## config.mk

```make
export PLATFORM = sky130hd
export DESIGN_NAME = rs232_rx_fifo_flat
export DESIGN_NICKNAME = d
export VERILOG_FILES = /design/src/rtl/rs232_rx_fifo_if.sv /design/src/rtl/rs232_rx_fifo.sv /design/src/flat_wrapper.sv
export SDC_FILE = /design/constraint.sdc
export NUM_CORES = 1
export LEC_CHECK = 0
export ABC_CLOCK_PERIOD_IN_PS = 6400
export CORE_MARGIN = 8
export CORE_UTILIZATION = 47
export CTS_CLUSTER_DIAMETER = 80
export DETAILED_ROUTE_END_ITERATION = 16
export GPL_TIMING_DRIVEN = 0
export MAX_ROUTING_LAYER = met4
export PLACE_DENSITY = 0.65
export SETUP_SLACK_MARGIN = 0.5
export SYNTH_ARGS = -nofsm -noshare
export SYNTH_HDL_FRONTEND = slang
export SYNTH_SLANG_ARGS = --single-unit
export TNS_END_PERCENT = 5
```

## constraint.sdc

```tcl
create_clock -name clk -period 6.4 [get_ports clk]
set_input_delay 0.64 -clock clk [delete_from_list [all_inputs] [get_ports clk]]
set_output_delay 0.64 -clock clk [all_outputs]
set_load 0.03 [all_outputs]
```

## src/rtl/rs232_rx_fifo_if.sv

```systemverilog
// ----------------------------------------------------------------------------
// rs232_rx_fifo_if
// Signal bundle between the RS232R receiver / CPU I/O bus and the receive FIFO.
//   Receiver side : rx_data (byte), rx_rdy (byte held), rx_done (acknowledge)
//   CPU side      : rd (pop head), dout (head byte), rdy (non-empty),
//                   count (stored entries), ovf (sticky overrun), clr_ovf
// Modports:
//   master - the environment (receiver + CPU bus) driving the FIFO
//   slave  - the FIFO itself
// ----------------------------------------------------------------------------
interface rs232_rx_fifo_if #(
   parameter int DEPTH_LOG2 = 4
);
   logic [7:0]          rx_data;
   logic                rx_rdy;
   logic                rx_done;
   logic                rd;
   logic [7:0]          dout;
   logic                rdy;
   logic [DEPTH_LOG2:0] count;
   logic                ovf;
   logic                clr_ovf;

   modport master (
      output rx_data, rx_rdy, rd, clr_ovf,
      input  rx_done, dout, rdy, count, ovf
   );

   modport slave (
      input  rx_data, rx_rdy, rd, clr_ovf,
      output rx_done, dout, rdy, count, ovf
   );
endinterface

```

## src/rtl/rs232_rx_fifo.sv

```systemverilog
// ----------------------------------------------------------------------------
// rs232_rx_fifo
// Receive buffer between the RS232R serial receiver and the CPU I/O bus.
// Each byte held by the receiver is drained through the rdy/done handshake
// into a 2**DEPTH_LOG2 entry FIFO; the CPU sees the head byte (show-ahead)
// and a non-empty flag in the same form RS232R presents them.
//
// Ports:
//   clk  - system clock
//   rst  - asynchronous reset, active low
//   bus  - rs232_rx_fifo_if.slave (rx_data/rx_rdy/rx_done receiver handshake,
//          rd/dout/rdy/count CPU read side, ovf/clr_ovf overrun status)
//
// Build option:
//   RXFIFO_OVERRUN_EN - when defined, a byte arriving at a full FIFO is
//   acknowledged and dropped and the sticky ovf flag is set. When undefined,
//   the byte is left in the receiver until space frees up and ovf reads 0.
// ----------------------------------------------------------------------------
module rs232_rx_fifo #(
   parameter int DEPTH_LOG2 = 4
) (
   input logic             clk,
   input logic             rst,
   rs232_rx_fifo_if.slave  bus
);
   localparam int AW    = DEPTH_LOG2;
   localparam int CW    = DEPTH_LOG2 + 1;
   localparam int DEPTH = 1 << DEPTH_LOG2;

   typedef enum logic {CAP_IDLE, CAP_WAIT} cap_state_e;

   cap_state_e       state_q, state_d;
   logic [AW-1:0]    wp_q, wp_d;
   logic [AW-1:0]    rp_q, rp_d;
   logic [CW-1:0]    count_q, count_d;
   logic             rx_done_q, rx_done_d;
   logic             ovf_q, ovf_d;
   logic             wr_en;
   logic             pop;
   logic             full;
   logic             can_accept;
   logic [7:0]       mem_q [DEPTH];

`ifndef RXFIFO_OVERRUN_EN
   // clr_ovf has no effect when overrun detection is not built in.
   logic unused_clr_ovf;
   assign unused_clr_ovf = bus.clr_ovf;
`endif

   always_comb begin
      state_d   = state_q;
      wp_d      = wp_q;
      rp_d      = rp_q;
      count_d   = count_q;
      rx_done_d = 1'b0;
      ovf_d     = ovf_q;
      wr_en     = 1'b0;

      full = (count_q == CW'(DEPTH));
      pop  = bus.rd && (count_q != '0);
      // A full FIFO still accepts when the head is popped in the same cycle.
      can_accept = !full || bus.rd;

      case (state_q)
         CAP_IDLE: begin
            if (bus.rx_rdy) begin
               if (can_accept) begin
                  wr_en     = 1'b1;
                  rx_done_d = 1'b1;
                  state_d   = CAP_WAIT;
               end
`ifdef RXFIFO_OVERRUN_EN
               else begin
                  // Drain the receiver anyway; the newest byte is lost.
                  rx_done_d = 1'b1;
                  state_d   = CAP_WAIT;
               end
`endif
            end
         end
         CAP_WAIT: begin
            // Wait for the receiver to drop rdy so each byte is taken once.
            if (!bus.rx_rdy) begin
               state_d = CAP_IDLE;
            end
         end
         default: state_d = CAP_IDLE;
      endcase

      if (wr_en) begin
         wp_d = wp_q + AW'(1);
      end
      if (pop) begin
         rp_d = rp_q + AW'(1);
      end
      if (wr_en && !pop) begin
         count_d = count_q + CW'(1);
      end else if (!wr_en && pop) begin
         count_d = count_q - CW'(1);
      end

`ifdef RXFIFO_OVERRUN_EN
      // Set has priority over a simultaneous clear.
      ovf_d = (ovf_q && !bus.clr_ovf) ||
              (state_q == CAP_IDLE && bus.rx_rdy && !can_accept);
`else
      ovf_d = 1'b0;
`endif
   end

   always_ff @(posedge clk or negedge rst) begin
      if (!rst) begin
         state_q   <= CAP_IDLE;
         wp_q      <= '0;
         rp_q      <= '0;
         count_q   <= '0;
         rx_done_q <= 1'b0;
         ovf_q     <= 1'b0;
      end else begin
         state_q   <= state_d;
         wp_q      <= wp_d;
         rp_q      <= rp_d;
         count_q   <= count_d;
         rx_done_q <= rx_done_d;
         ovf_q     <= ovf_d;
      end
   end

   // Storage is not reset; entries are only observed while rdy is high.
   always_ff @(posedge clk) begin
      if (wr_en) begin
         mem_q[wp_q] <= bus.rx_data;
      end
   end

   assign bus.dout    = mem_q[rp_q];
   assign bus.rdy     = (count_q != '0);
   assign bus.count   = count_q;
   assign bus.rx_done = rx_done_q;
   assign bus.ovf     = ovf_q;
endmodule

```

## src/flat_wrapper.sv

```systemverilog
// flat-port wrapper written by rule: the top's interface ports become plain ports
module rs232_rx_fifo_flat 
#(
   parameter int DEPTH_LOG2 = 4
)
  (clk, rst, bus_rx_data, bus_rx_rdy, bus_rd, bus_clr_ovf, bus_rx_done, bus_dout, bus_rdy, bus_count, bus_ovf);
  rs232_rx_fifo_if #(.DEPTH_LOG2(DEPTH_LOG2)) bus_i ();
  input logic clk;
  input logic rst;
  input wire logic [$bits(bus_i.rx_data)-1:0] bus_rx_data;
  input wire logic [$bits(bus_i.rx_rdy)-1:0] bus_rx_rdy;
  input wire logic [$bits(bus_i.rd)-1:0] bus_rd;
  input wire logic [$bits(bus_i.clr_ovf)-1:0] bus_clr_ovf;
  output wire logic [$bits(bus_i.rx_done)-1:0] bus_rx_done;
  output wire logic [$bits(bus_i.dout)-1:0] bus_dout;
  output wire logic [$bits(bus_i.rdy)-1:0] bus_rdy;
  output wire logic [$bits(bus_i.count)-1:0] bus_count;
  output wire logic [$bits(bus_i.ovf)-1:0] bus_ovf;
  assign bus_i.rx_data = bus_rx_data;
  assign bus_i.rx_rdy = bus_rx_rdy;
  assign bus_i.rd = bus_rd;
  assign bus_i.clr_ovf = bus_clr_ovf;
  assign bus_rx_done = bus_i.rx_done;
  assign bus_dout = bus_i.dout;
  assign bus_rdy = bus_i.rdy;
  assign bus_count = bus_i.count;
  assign bus_ovf = bus_i.ovf;
  rs232_rx_fifo #(.DEPTH_LOG2(DEPTH_LOG2)) u_core (.clk(clk), .rst(rst), .bus(bus_i));
endmodule
```

==> run metrics <==
final setup vio count=0; Worst EP required=approximately 5.8 ns; crit share post-route=roughly 56%; DR vias=just over 3,000; core footprint=roughly 12,000 um2; IR drop worst, VDD=0.2182 mV; Crit Path Max Fanout=10; die height=127.7 um; Clock Power Share=just over 30%; Pwr Density=between 400 and 500 nW/um2; worst skew pair latency=~0.41 ns; Fin. Hold Viols=0; final worst slack=between 2 and 3 ns; number of instances in the placed design=530; Final Cell Area=7039 um2; synth top area cells=edfxtp_1, dfrtp_1, mux4_2; number of H-tree levels=4; HP Class=reg2reg; Synth area leader=edfxtp_1; status=completed; largest net degree at the start of global routing=17; f_max=approximately 0.28 GHz; Power Internal=approximately 2.3 mW; Post-synth EDFFs=between 100 and 150; Leak=2.451 nW; routability congestion estimate=just under 0.8; Slew headroom=~45%; Die X=~130 um; dpl ws=about 3.1 ns; Arr. time, crit path=roughly 3.0 ns; drt pass-1 iters=6; Starting DRT DRC Count=230; Hold Slack=approximately 0.52 ns; Setup TNS Final=0 ns; layout cells sized above 1=approximately 20%; CTS Buf Count=17; Mapped Nets=351; Area growth syn-to-layout=19.96%; RSZ-0062 raised after global routing=no; first-pass GRT wire length=18.51 mm; HPWL Detailed=about 8 mm; Ys Warns=0; crit start category=flip-flop; Cell Area, Placed=6399 um2; Reg clk slew, reported paths=about 0.050 ns; Max Root-Sink Buffers=2; die area=between 15,000 and 20,000 um2; # IOs=29; CTS tree=built; # diodes=0; Syn Area/Cell=17.89 um2; antenna violations before repair=0; crit end category=primary output; Post-CTS Hold Fix Bufs=0; Final nets=between 400 and 500; share of power burned in registers=approximately a third; post-CTS sizing=0; total grt overflow=0; register area share after synthesis=71.90%; Post-DRT Antenna Nets=0; Least-Margin Pin Slew=approximately 0.82 ns; Logic pwr share=approximately a third; max-slew violations=0; IO Port Bufs=26; root buffer cell=clkbuf_16; Post-synth ARST share=10.49%; starting density of the core=47.27%; Post-Synthesis Cells=about 330; top_reg_cell synth=edfxtp_1; vias in the first global route=3,148; vias per cell=roughly 5.4; P_sw=between 1 and 1.5 mW; fin cells=roughly 560; Synth Cell Area=between 5000 and 6000 um2; max-cap viol count=0; GRT Util Overall=~16%; detailed-route wire length per cell=between 20 and 25 um; crit path kind=reg2out; Post-CTS Setup Bufs=0; DRC viols=0; Sw Ratio=33.02%; Fin Clk Skew=around 0.0067 ns; Synth Register Bits=between 100 and 150; Synth cell types=38; WL final=approximately 12 mm; # rows=just over 40; minimum clock period=between 3 and 4 ns; share of the synthesized area in the top cell type=around two thirds; TritonCTS Sinks=approximately 140
-- final timing paths --
| check | start | to | slack (ns) | depth (start not counted) |
|---|---|---|---|---|
| min | u_core.state_q | u_core.state_q | 0.52 | 2 |
| min in group asynchronous | rst | u_core.bus.count[2] | 0.64 | 1 |
| max reg2reg | u_core.bus.count[0] | u_core.bus.count[4] | 3.73 | 10 |
| max in group asynchronous | rst | u_core.rp_q[2] | 5.33 | 1 |
| max | u_core.rp_q[3] | bus_dout[4] | 2.81 | 6 |
| min reg2reg | u_core.state_q | u_core.state_q | 0.52 | 2 |
-- state kept, by name, summed over array words and instances, names as in the netlist --
name	flops
u_core.bus.rx_done	1
u_core.state_q	1
u_core.bus.count	5
u_core.wp_q	4
u_core.rp_q	4
u_core.mem_q	128
-- layout by cell type, fill, tap and decap left out, types with 6 or more instances in the layout --
cell type,count
clkbuf_1,6
inv_1,10
a221oi_1,16
mux4_2,16
mux2i_1,33
edfxtp_1,128
nand2_1,14
buf_4,7
nor2_1,8
dfrtp_1,15
xnor2_1,9
clkbuf_16,17
ha_1,9
clkdlybuf4s50_1,26
o21ai_0,11
buf_6,6
a22oi_1,8
-- per-stage QoR --
step	power, mW	utilization (%)
after global placement	2.337	51.10
after global routing	3.524	56.70
final	3.370	56.70
after CTS	3.393	56.52
after detailed placement	2.363	51.54
after floorplan	1.970	-
-- cell type report --
type | count | area (um2)
Fill cell | 991 | 5375
Clock buffer | 18 | 429.2
Clock inverter | 12 | 188.9
Tap cell | 172 | 215.2
Buffer | 18 | 131.4
Timing Repair Buffer | 31 | 297.8
Multi-Input combinational cell | 156 | 1514
Inverter | 11 | 43.79
Sequential cell | 143 | 4219
-- cell usage after synthesis (2+ instances only) --
cell type	number
edfxtp_1	128
nand3_1	2
clkbuf_1	5
mux4_2	16
nand2_1	14
xnor2_1	9
and2_1	4
a21o_1	2
buf_6	6
ha_1	9
nand4_1	2
inv_1	10
dfrtp_1	15
nor2_1	8
o21ai_0	11
a21oi_1	2
mux2i_1	33
nor3_1	4
buf_4	3
a221oi_1	16
buf_2	2
a22oi_1	8
nor4_1	4
-- power groups by stage --
| stage | sequential [mW] | combinational, mW | clock [mW] |
|---|---|---|---|
| after floorplan | 1.20 | 0.771 | 0 |
| after global placement | 1.17 | 1.16 | 0 |
| after detailed placement | 1.18 | 1.19 | 0 |
| after CTS | 1.16 | 1.19 | 1.04 |
| after global routing | 1.17 | 1.28 | 1.08 |
| final | 1.16 | 1.19 | 1.03 |
-- critical path, cell delays in order (launching register included) --
cell and delay (ns):
dfrtp_1 0.31, clkbuf_1 0.46, inv_1 0.29, a221oi_1 0.50, o21ai_0 0.17, nand2_1 0.13
clkdlybuf4s50_1 0.68
-- routing by layer --
layer	track usage (%)	up-vias	wire, um
met2	23.86	76	5697
met3	3.661	18	459
met5	-	-	0
met1	20.71	1536	5418
met4	6.923	0	297
li1	-	1396	-
-- kinds of logic (layout without fill, tap and decap cells) --
logic type,count (synthesis),in the layout,share of synthesized area (%)
compound gates,39,39,4.776
xor+xnor,10,10,1.493
flops,143,143,71.90
other cells,1,1,0.06390
simple gates,45,45,4.371
mux,51,51,12.15
fa+ha+maj,10,10,2.260
buf+inv,29,90,2.985
(Power assumes the default switching activity.)
